### src/rtl/plru_replace_pkg.sv
`default_nettype none
// ----------------------------------------------------------------------------
// plru_replace_pkg : shared constants, types and LFSR step for plru_replace
// Rev 1.0
// ----------------------------------------------------------------------------
package plru_replace_pkg;

  localparam logic        PLRU_MODE_TREE = 1'b0;
  localparam logic        PLRU_MODE_RAND = 1'b1;
  localparam logic [15:0] PLRU_LFSR_SEED = 16'hACE1;

  typedef enum logic [0:0] {
    FLUSH_IDLE  = 1'b0,
    FLUSH_SWEEP = 1'b1
  } flush_state_e;

  // 16-bit Fibonacci LFSR, taps 16/14/13/11, shifting toward bit 0
  function automatic logic [15:0] lfsr_step(input logic [15:0] s);
    return {s[0] ^ s[2] ^ s[3] ^ s[5], s[15:1]};
  endfunction

endpackage
`default_nettype wire

### src/rtl/plru_replace_if.sv
`default_nettype none
// ----------------------------------------------------------------------------
// plru_replace_if : access, flush and victim-result signals of plru_replace
// Rev 1.0
// ----------------------------------------------------------------------------
interface plru_replace_if #(
  parameter int WAYS  = 4,
  parameter int SETS  = 64,
  parameter int IDX_W = $clog2(SETS),
  parameter int WAY_W = $clog2(WAYS)
);
  import plru_replace_pkg::*;

  logic             acc_valid;
  logic             acc_ready;
  logic [IDX_W-1:0] acc_index;
  logic [WAYS-1:0]  acc_hit;
  logic [WAYS-1:0]  acc_line_valid;
  logic [WAYS-1:0]  acc_lock;
  logic             repl_mode;
  logic             flush_req;
  logic             flush_busy;
  logic             victim_valid;
  logic [WAYS-1:0]  victim_way;
  logic [WAY_W-1:0] victim_id;
  logic             victim_none;

  modport master (
    output acc_valid, acc_index, acc_hit, acc_line_valid, acc_lock,
    output repl_mode, flush_req,
    input  acc_ready, flush_busy,
    input  victim_valid, victim_way, victim_id, victim_none
  );

  modport slave (
    input  acc_valid, acc_index, acc_hit, acc_line_valid, acc_lock,
    input  repl_mode, flush_req,
    output acc_ready, flush_busy,
    output victim_valid, victim_way, victim_id, victim_none
  );

endinterface
`default_nettype wire

### src/rtl/plru_tree_walk.sv
`default_nettype none
// ----------------------------------------------------------------------------
// plru_tree_walk : lock-aware PLRU victim walk and touch update of one set
// Rev 1.0
// ----------------------------------------------------------------------------
module plru_tree_walk #(
  parameter int WAYS  = 4,
  parameter int WAY_W = $clog2(WAYS)
) (
  input  logic [WAYS-2:0]  tree,
  input  logic [WAYS-1:0]  lock,
  input  logic [WAY_W-1:0] touch_id,
  output logic [WAY_W-1:0] plru_id,
  output logic [WAYS-2:0]  tree_next
);
  import plru_replace_pkg::*;

  logic [WAYS-1:0]   heap;
  logic [2*WAYS-1:0] sub_locked;
  logic [WAY_W:0]    leaf_node;
  logic [WAY_W-1:0]  node;
  logic [WAY_W:0]    child;
  logic              dir;

  // Heap numbering: node n has children 2n/2n+1, leaves are WAYS+way
  assign heap      = {tree, 1'b0};
  assign leaf_node = {1'b1, touch_id};

  always_comb begin
    sub_locked                    = '0;
    sub_locked[2*WAYS-1:WAYS]     = lock;
    for (int n = WAYS - 1; n >= 1; n--) begin
      sub_locked[n] = sub_locked[2*n] & sub_locked[2*n+1];
    end
  end

  always_comb begin
    node  = WAY_W'(1);
    child = '0;
    dir   = 1'b0;
    for (int l = 0; l < WAY_W; l++) begin
      dir   = heap[node];
      child = {node, dir};
      if (sub_locked[child]) begin
        child = {node, ~dir};
      end
      node = child[WAY_W-1:0];
    end
    plru_id = node;
  end

  for (genvar n = 1; n < WAYS; n++) begin : g_touch
    localparam int LVL = $clog2(n + 1) - 1;
    localparam int SH  = WAY_W - LVL;
    assign tree_next[n-1] = (leaf_node[WAY_W:SH] == (LVL + 1)'(n)) ? ~leaf_node[SH-1]
                                                                  : tree[n-1];
  end

endmodule
`default_nettype wire

### src/rtl/plru_replace.sv
`default_nettype none
// ----------------------------------------------------------------------------
// plru_replace : per-set tree-PLRU / LFSR replacement with locks and flush
// Rev 1.0
// ----------------------------------------------------------------------------
module plru_replace #(
  parameter int WAYS  = 4,
  parameter int SETS  = 64,
  parameter int IDX_W = $clog2(SETS),
  parameter int WAY_W = $clog2(WAYS)
) (
  input  logic          clk,
  input  logic          rst_n,
  plru_replace_if.slave bus
);
  import plru_replace_pkg::*;

  logic [WAYS-2:0]  tree_q [SETS];
  logic [15:0]      lfsr_q, lfsr_d;
  flush_state_e     state_q;
  logic [IDX_W-1:0] cnt_q;
  logic             flush_busy_q;
  logic             victim_valid_q, victim_valid_d;
  logic [WAYS-1:0]  victim_way_q, victim_way_d;
  logic [WAY_W-1:0] victim_id_q, victim_id_d;
  logic             victim_none_q, victim_none_d;

  logic             accept, is_hit, all_locked, has_free;
  logic [WAY_W-1:0] hit_id, free_id, rand_id, plru_id, sel_id, touch_id, cand;
  logic [WAYS-2:0]  tree_rd, tree_next, tree_wd;
  logic             tree_we;
  logic [IDX_W-1:0] tree_wa;

  assign bus.acc_ready    = !flush_busy_q && !bus.flush_req;
  assign bus.flush_busy   = flush_busy_q;
  assign bus.victim_valid = victim_valid_q;
  assign bus.victim_way   = victim_way_q;
  assign bus.victim_id    = victim_id_q;
  assign bus.victim_none  = victim_none_q;

  assign accept     = bus.acc_valid && bus.acc_ready;
  assign is_hit     = |bus.acc_hit;
  assign all_locked = &bus.acc_lock;
  assign tree_rd    = tree_q[bus.acc_index];

  // Descending scans leave the lowest qualifying index in each result
  always_comb begin
    hit_id   = '0;
    free_id  = '0;
    has_free = 1'b0;
    for (int w = WAYS - 1; w >= 0; w--) begin
      if (bus.acc_hit[w]) begin
        hit_id = WAY_W'(w);
      end
      if (!bus.acc_line_valid[w] && !bus.acc_lock[w]) begin
        free_id  = WAY_W'(w);
        has_free = 1'b1;
      end
    end
  end

  always_comb begin
    rand_id = lfsr_q[WAY_W-1:0];
    cand    = '0;
    for (int i = WAYS - 1; i >= 0; i--) begin
      cand = lfsr_q[WAY_W-1:0] + WAY_W'(i);
      if (!bus.acc_lock[cand]) begin
        rand_id = cand;
      end
    end
  end

  assign sel_id   = has_free ? free_id
                  : (bus.repl_mode == PLRU_MODE_RAND) ? rand_id : plru_id;
  assign touch_id = is_hit ? hit_id : sel_id;

  plru_tree_walk #(.WAYS(WAYS), .WAY_W(WAY_W)) u_walk (
    .tree      (tree_rd),
    .lock      (bus.acc_lock),
    .touch_id  (touch_id),
    .plru_id   (plru_id),
    .tree_next (tree_next)
  );

  always_comb begin
    tree_we = 1'b0;
    tree_wa = bus.acc_index;
    tree_wd = tree_next;
    if (state_q == FLUSH_SWEEP) begin
      tree_we = 1'b1;
      tree_wa = cnt_q;
      tree_wd = '0;
    end else if (accept && (is_hit || !all_locked)) begin
      tree_we = 1'b1;
    end
  end

  always_comb begin
    lfsr_d         = lfsr_q;
    victim_valid_d = 1'b0;
    victim_way_d   = victim_way_q;
    victim_id_d    = victim_id_q;
    victim_none_d  = victim_none_q;
    if (accept && !is_hit) begin
      lfsr_d         = lfsr_step(lfsr_q);
      victim_valid_d = 1'b1;
      victim_none_d  = all_locked;
      victim_id_d    = all_locked ? '0 : sel_id;
      victim_way_d   = all_locked ? '0 : (WAYS'(1) << sel_id);
    end
  end

  always_ff @(posedge clk or negedge rst_n) begin
    if (!rst_n) begin
      for (int s = 0; s < SETS; s++) begin
        tree_q[s] <= '0;
      end
      lfsr_q         <= PLRU_LFSR_SEED;
      victim_valid_q <= 1'b0;
      victim_way_q   <= '0;
      victim_id_q    <= '0;
      victim_none_q  <= 1'b0;
    end else begin
      if (tree_we) begin
        tree_q[tree_wa] <= tree_wd;
      end
      lfsr_q         <= lfsr_d;
      victim_valid_q <= victim_valid_d;
      victim_way_q   <= victim_way_d;
      victim_id_q    <= victim_id_d;
      victim_none_q  <= victim_none_d;
    end
  end

  // Flush sweep: one set cleared per cycle, new requests ignored while sweeping
  always_ff @(posedge clk or negedge rst_n) begin
    if (!rst_n) begin
      state_q      <= FLUSH_IDLE;
      cnt_q        <= '0;
      flush_busy_q <= 1'b0;
    end else begin
      case (state_q)
        FLUSH_IDLE: begin
          if (bus.flush_req) begin
            state_q      <= FLUSH_SWEEP;
            cnt_q        <= '0;
            flush_busy_q <= 1'b1;
          end
        end
        FLUSH_SWEEP: begin
          if (cnt_q == IDX_W'(SETS - 1)) begin
            state_q      <= FLUSH_IDLE;
            cnt_q        <= '0;
            flush_busy_q <= 1'b0;
          end else begin
            cnt_q <= cnt_q + IDX_W'(1);
          end
        end
        default: state_q <= FLUSH_IDLE;
      endcase
    end
  end

endmodule
`default_nettype wire

### src/flat_wrapper.sv
// flat-port wrapper written by rule: the top's interface ports become plain ports
module plru_replace_flat import plru_replace_pkg::*;
#(
  parameter int WAYS  = 4,
  parameter int SETS  = 64,
  parameter int IDX_W = $clog2(SETS),
  parameter int WAY_W = $clog2(WAYS)
)
  (clk, rst_n, bus_acc_valid, bus_acc_index, bus_acc_hit, bus_acc_line_valid, bus_acc_lock, bus_repl_mode, bus_flush_req, bus_acc_ready, bus_flush_busy, bus_victim_valid, bus_victim_way, bus_victim_id, bus_victim_none);
  plru_replace_if #(.WAYS(WAYS), .SETS(SETS), .IDX_W(IDX_W), .WAY_W(WAY_W)) bus_i ();
  input  logic clk;
  input  logic rst_n;
  input wire logic [$bits(bus_i.acc_valid)-1:0] bus_acc_valid;
  input wire logic [$bits(bus_i.acc_index)-1:0] bus_acc_index;
  input wire logic [$bits(bus_i.acc_hit)-1:0] bus_acc_hit;
  input wire logic [$bits(bus_i.acc_line_valid)-1:0] bus_acc_line_valid;
  input wire logic [$bits(bus_i.acc_lock)-1:0] bus_acc_lock;
  input wire logic [$bits(bus_i.repl_mode)-1:0] bus_repl_mode;
  input wire logic [$bits(bus_i.flush_req)-1:0] bus_flush_req;
  output wire logic [$bits(bus_i.acc_ready)-1:0] bus_acc_ready;
  output wire logic [$bits(bus_i.flush_busy)-1:0] bus_flush_busy;
  output wire logic [$bits(bus_i.victim_valid)-1:0] bus_victim_valid;
  output wire logic [$bits(bus_i.victim_way)-1:0] bus_victim_way;
  output wire logic [$bits(bus_i.victim_id)-1:0] bus_victim_id;
  output wire logic [$bits(bus_i.victim_none)-1:0] bus_victim_none;
  assign bus_i.acc_valid = bus_acc_valid;
  assign bus_i.acc_index = bus_acc_index;
  assign bus_i.acc_hit = bus_acc_hit;
  assign bus_i.acc_line_valid = bus_acc_line_valid;
  assign bus_i.acc_lock = bus_acc_lock;
  assign bus_i.repl_mode = bus_repl_mode;
  assign bus_i.flush_req = bus_flush_req;
  assign bus_acc_ready = bus_i.acc_ready;
  assign bus_flush_busy = bus_i.flush_busy;
  assign bus_victim_valid = bus_i.victim_valid;
  assign bus_victim_way = bus_i.victim_way;
  assign bus_victim_id = bus_i.victim_id;
  assign bus_victim_none = bus_i.victim_none;
  plru_replace #(.WAYS(WAYS), .SETS(SETS), .IDX_W(IDX_W), .WAY_W(WAY_W)) u_core (.clk(clk), .rst_n(rst_n), .bus(bus_i));
endmodule
### config.mk
export PLATFORM = sky130hd
export DESIGN_NAME = plru_replace_flat
export DESIGN_NICKNAME = d
export VERILOG_FILES = /design/src/rtl/plru_replace_pkg.sv /design/src/rtl/plru_replace_if.sv /design/src/rtl/plru_tree_walk.sv /design/src/rtl/plru_replace.sv /design/src/flat_wrapper.sv
export SDC_FILE = /design/constraint.sdc
export NUM_CORES = 1
export LEC_CHECK = 0
export CORE_MARGIN = 2
export CORE_UTILIZATION = 50
export CTS_CLUSTER_SIZE = 20
export DETAILED_ROUTE_END_ITERATION = 7
export PLACE_DENSITY = 0.72
export SLEW_MARGIN = 0
export SYNTH_ARGS = -nofsm -noshare
export SYNTH_HDL_FRONTEND = slang
export SYNTH_SLANG_ARGS = --single-unit
### constraint.sdc
create_clock -name clk -period 3.4 [get_ports clk]
set_input_delay 0.68 -clock clk [delete_from_list [all_inputs] [get_ports clk]]
set_output_delay 0.68 -clock clk [all_outputs]
set_load 0.01 [all_outputs]
==> results of run 1 <==
where the power goes:
group | switching, mW | total [mW] | internal (mW)
combinational | 2.03 | 3.49 | 1.46
sequential | 0.405 | 3.63 | 3.23
clock | 1.15 | 2.75 | 1.61
total | 3.58 | 9.88 | 6.29
kinds of logic after synthesis:
kind of cell               count (synthesis)
xor gates and xnor gates                   5
muxes                                     81
and+or+nand+nor                          562
adders and majority gates                  1
AOI/OAI and AO/OA                        345
buffers and inverters                     92
DFF                                      224
final cells by class:
cell class,instances,area (µm²),share of cell area
inverter,6,22.5,0.00145
clock buffer,35,743,0.0478
multi-input combinational,995,6930,0.445
sequential,224,5620,0.361
clock inverter,11,93.8,0.00603
tap,330,413,0.0265
timing repair buffer,159,1750,0.112
final timing paths:
| check | startpoint | endpoint | slack (ns) | cells after the start |
|---|---|---|---|---|
| min reg2reg | u_core.lfsr_q[11] | u_core.lfsr_q[10] | 0.46 | 2 |
| min in group clk | u_core.lfsr_q[11] | u_core.lfsr_q[10] | 0.46 | 2 |
| max reg2reg | u_core.tree_q[48] | u_core.tree_q[121] | -0.01 | 10 |
| max in group asynchronous | rst_n | u_core.state_q | 2.23 | 2 |
| max | bus_acc_index[0] | u_core.tree_q[121] | -0.05 | 13 |
| min | rst_n | u_core.tree_q[117] | 0.16 | 1 |
synthesized netlist by cell type (6+ instances only):
cell	count	share of area
nand2_1	285	0.084
nor2_1	231	0.068
dfrtp_1	216	0.42
o21ai_0	129	0.051
a32oi_1	64	0.044
clkbuf_1	56	0.016
a31oi_4	54	0.090
mux2i_1	40	0.031
mux4_2	35	0.062
o21ai_1	19	0.0075
a21oi_1	12	0.0047
a22oi_1	11	0.0065
buf_2	10	0.0039
nand3_1	9	0.0035
nor2b_1	9	0.0044
dfstp_2	8	0.016
nand2b_1	8	0.0039
buf_4	7	0.0041
a22o_1	6	0.0041
a31oi_2	6	0.0059
buf_12	6	0.0094
mux2_2	6	0.0053
o22ai_1	6	0.0029
timing repair:
action | in CTS | in global routing
endpoints found under the setup margin | 188 | 158
hold endpoints to repair | 0 | 0
buffers inserted | 6 | 7
gates resized for setup | 49 | 70
pin swaps | 38 | 18
cloned | 8 | 2
stage by stage:
stage               setup slack (ns)  hold WS, ns
finish                       -0.0535        0.162
global route                  -0.127        0.232
floorplan                     -0.222        0.384
detailed placement            -0.769        0.450
global placement              -0.757        0.440
CTS                          -0.0298        0.198
worst max-delay path: stages:
cell,delay [ns]
buf_8,0.09
buf_12,0.13
buf_12,0.14
mux4_2,0.51
mux2i_2,0.22
nand2_1,0.10
and4_1,0.18
or4_4,0.48
a31o_4,0.24
a21o_4,0.23
or3_4,0.52
buf_16,0.21
a31oi_4,0.16
cell usage in the layout, fill, tap and decap left out, types with 7 or more instances in the layout:
cell type / netlist / routed
nand2_1: 285 / 283
nor2_1: 231 / 222
dfrtp_1: 216 / 215
o21ai_0: 129 / 104
buf_4: 7 / 91
a32oi_1: 64 / 64
a31oi_4: 54 / 61
o21ai_1: 19 / 44
mux4_2: 35 / 35
mux2i_1: 40 / 33
clkbuf_16: 0 / 27
clkdlybuf4s50_1: 0 / 26
buf_12: 6 / 20
a21oi_1: 12 / 11
nand3_1: 9 / 9
nand2b_1: 8 / 8
a22oi_1: 11 / 8
clkbuf_8: 0 / 8
buf_16: 0 / 8
dfstp_2: 8 / 8
nor2b_1: 9 / 7
nor2_2: 0 / 7
layer usage:
| layer | vias to the layer above | GRT usage |
|---|---|---|
| met5 | - | 0 |
| met4 | 0 | 0.0901 |
| met3 | 96 | 0.0604 |
| met2 | 536 | 0.439 |
| met1 | 5468 | 0.386 |
| li1 | 4921 | - |
flip-flops by register name (all words and copies together), names as in the netlist:
| register | count |
|---|---|
| u_core.tree_q | 192 |
| u_core.lfsr_q | 16 |
| u_core.cnt_q | 6 |
| u_core.bus.victim_way | 4 |
| u_core.bus.victim_id | 2 |
| u_core.bus.flush_busy | 1 |
| u_core.bus.victim_none | 1 |
| u_core.bus.victim_valid | 1 |
| u_core.state_q | 1 |
==> results_tabular.tex, run 1 <==
\begin{tabular}{lr}
\hline
Metric & Value \\
\hline
\multicolumn{2}{l}{\textbf{Yosys}} \\
Number of instances in the synthesized netlist & 1310 \\
Compound-gate portion of the synthesized area & 0.242 \\
Dominant combinational cell family by area after synthesis & compound AO/OA/AOI/OAI gates \\
Post-Synth Simple-Gate Area & 0.174 \\
Post-Syn Area & 0.0127 mm² \\
Synthesized netlist net count & 1334 \\
XOR/XNOR Fraction of Synth Area & 0.00344 \\
Syn Area/Cell & 9.73 µm² \\
Post-synthesis mux area share & 0.0985 \\
Count of flip-flops with a built-in enable after synthesis & 0 \\
Share of synthesized area occupied by flip-flops and latches & 0.441 \\
Total number of yosys warnings & 0 \\
Async set-or-reset flop fraction in the synthesized netlist & 1.00 \\
Top\_reg\_cell synth & dfrtp\_1 \\
Register bit count reported by yosys & 224 \\
Fraction of the mapped netlist area in adder cells & 0.000982 \\
Number of library cell types mapped by synthesis & 59 \\
\multicolumn{2}{l}{\textbf{Timing}} \\
Setup violations, final & 33 \\
Unrepaired setup endpoints after global routing & yes \\
Worst max-slew margin expressed relative to the limit & 0.460 \\
Number of max-slew violations in the final report & 0 \\
Hold violation total from the final report & 0 \\
Post-route minimum period & 3.45 ns \\
Fmax & 290 MHz \\
Fin Clk Skew & 0.0172 ns \\
Setup TNS Final & -0.701 ns \\
Actual transition at the worst max-transition pin & 0.810 ns \\
Fraction of the cycle the final worst path needs & 1.02 \\
Final WS setup & -0.0535 ns \\
\multicolumn{2}{l}{\textbf{Run status}} \\
Violated checks & negative setup slack \\
Run status & finished, violations left \\
\multicolumn{2}{l}{\textbf{Global routing}} \\
GRT Residual Overflow & 0 \\
Wire length of the first global-routing pass & 58.8 mm \\
Pin count of the biggest net entering global routing & 94 \\
Number of antenna violations at the first check in global routing & 0 \\
Total routing resource utilization after global routing & 0.279 \\
Number of global-route vias before repair & 10700 \\
\multicolumn{2}{l}{\textbf{Clock tree}} \\
Sink Count & 224 \\
Clock tree from TritonCTS & built \\
Worst skew pair latency & 0.53 ns \\
Maximum number of buffers from clock root to sink & 3 \\
Cts hold-fix bufs & 0 \\
Library cell used as clock root buffer & clkbuf\_16 \\
\# H-tree levels & 1 \\
Inserted Clock Buffers & 25 \\
Clock edge transition at the registers on the reported setup and hold paths & 0.06 ns \\
\multicolumn{2}{l}{\textbf{Hold path}} \\
Min-delay worst type & in -> async \\
\multicolumn{2}{l}{\textbf{Power and ir drop}} \\
Maximum VDD drop & 0.509 mV \\
Power Total & 9.88 mW \\
Power Dens Cells & 635 mW/mm² \\
Static leakage & 6.16 nW \\
\multicolumn{2}{l}{\textbf{Final layout}} \\
Number of inserted filler cells in the final layout & 1964 \\
Final instance area & 0.0156 mm² \\
Area growth syn-to-layout & 22.1\% \\
Fin util & 0.620 \\
Final \#Nets & 1435 \\
Fraction of layout instances using a drive strength above 1 & 0.233 \\
Non-filler instance count after layout & 1760 \\
Ant diodes & 0 \\
\multicolumn{2}{l}{\textbf{Setup path}} \\
Data arrival time of the critical path & 3.89 ns \\
Required time of the worst setup path & 3.84 ns \\
Worst setup EP type & register \\
Startpoint kind of the worst setup timing path & primary input \\
Critical path type & in -> reg \\
Crit path max fanout & 7 \\
\multicolumn{2}{l}{\textbf{Route}} \\
DRT Pass-1 Iters & 6 \\
Remaining DRCs & 0 \\
Metal2 WL & 17.6 mm \\
Via-to-Cell Ratio & 6.26 \\
Max layer used & met4 \\
Routed met1 length & 15.7 mm \\
Total via count after detailed routing & 11000 \\
Routed Wire Length & 37.6 mm \\
Wire per inst & 21.4 µm \\
Drt initial violations & 1393 \\
Antenna viol nets, final & 0 \\
Met3 wirelength from detailed routing & 3.30 mm \\
\multicolumn{2}{l}{\textbf{Die}} \\
Area inside the core boundary & 0.0251 mm² \\
Vertical die dimension & 164 µm \\
Effective utilization at floorplan & 0.508 \\
Die Footprint & 0.0268 mm² \\
Top-level port count & 33 \\
DIE WIDTH & 164 µm \\
Cell row count & 58 \\
\multicolumn{2}{l}{\textbf{Place}} \\
Placed instance count & 1693 \\
Placed wire-length estimate & 22.9 mm \\
Count of input and output buffers & 32 \\
DP Area & 0.0140 mm² \\
RePlAce Congestion & 0.864 \\
\multicolumn{2}{l}{\textbf{Run}} \\
Max-cap violations & 0 \\
\hline
\end{tabular}
No activity file was read; power rests on OpenSTA's default activity.
==> run 2, diff against run 1 <==
GPL_ROUTABILITY_DRIVEN = 0   (was not set)
==> results of run 2 <==
Same layout as run 1: the final DEF is identical, and so are final timing and power.
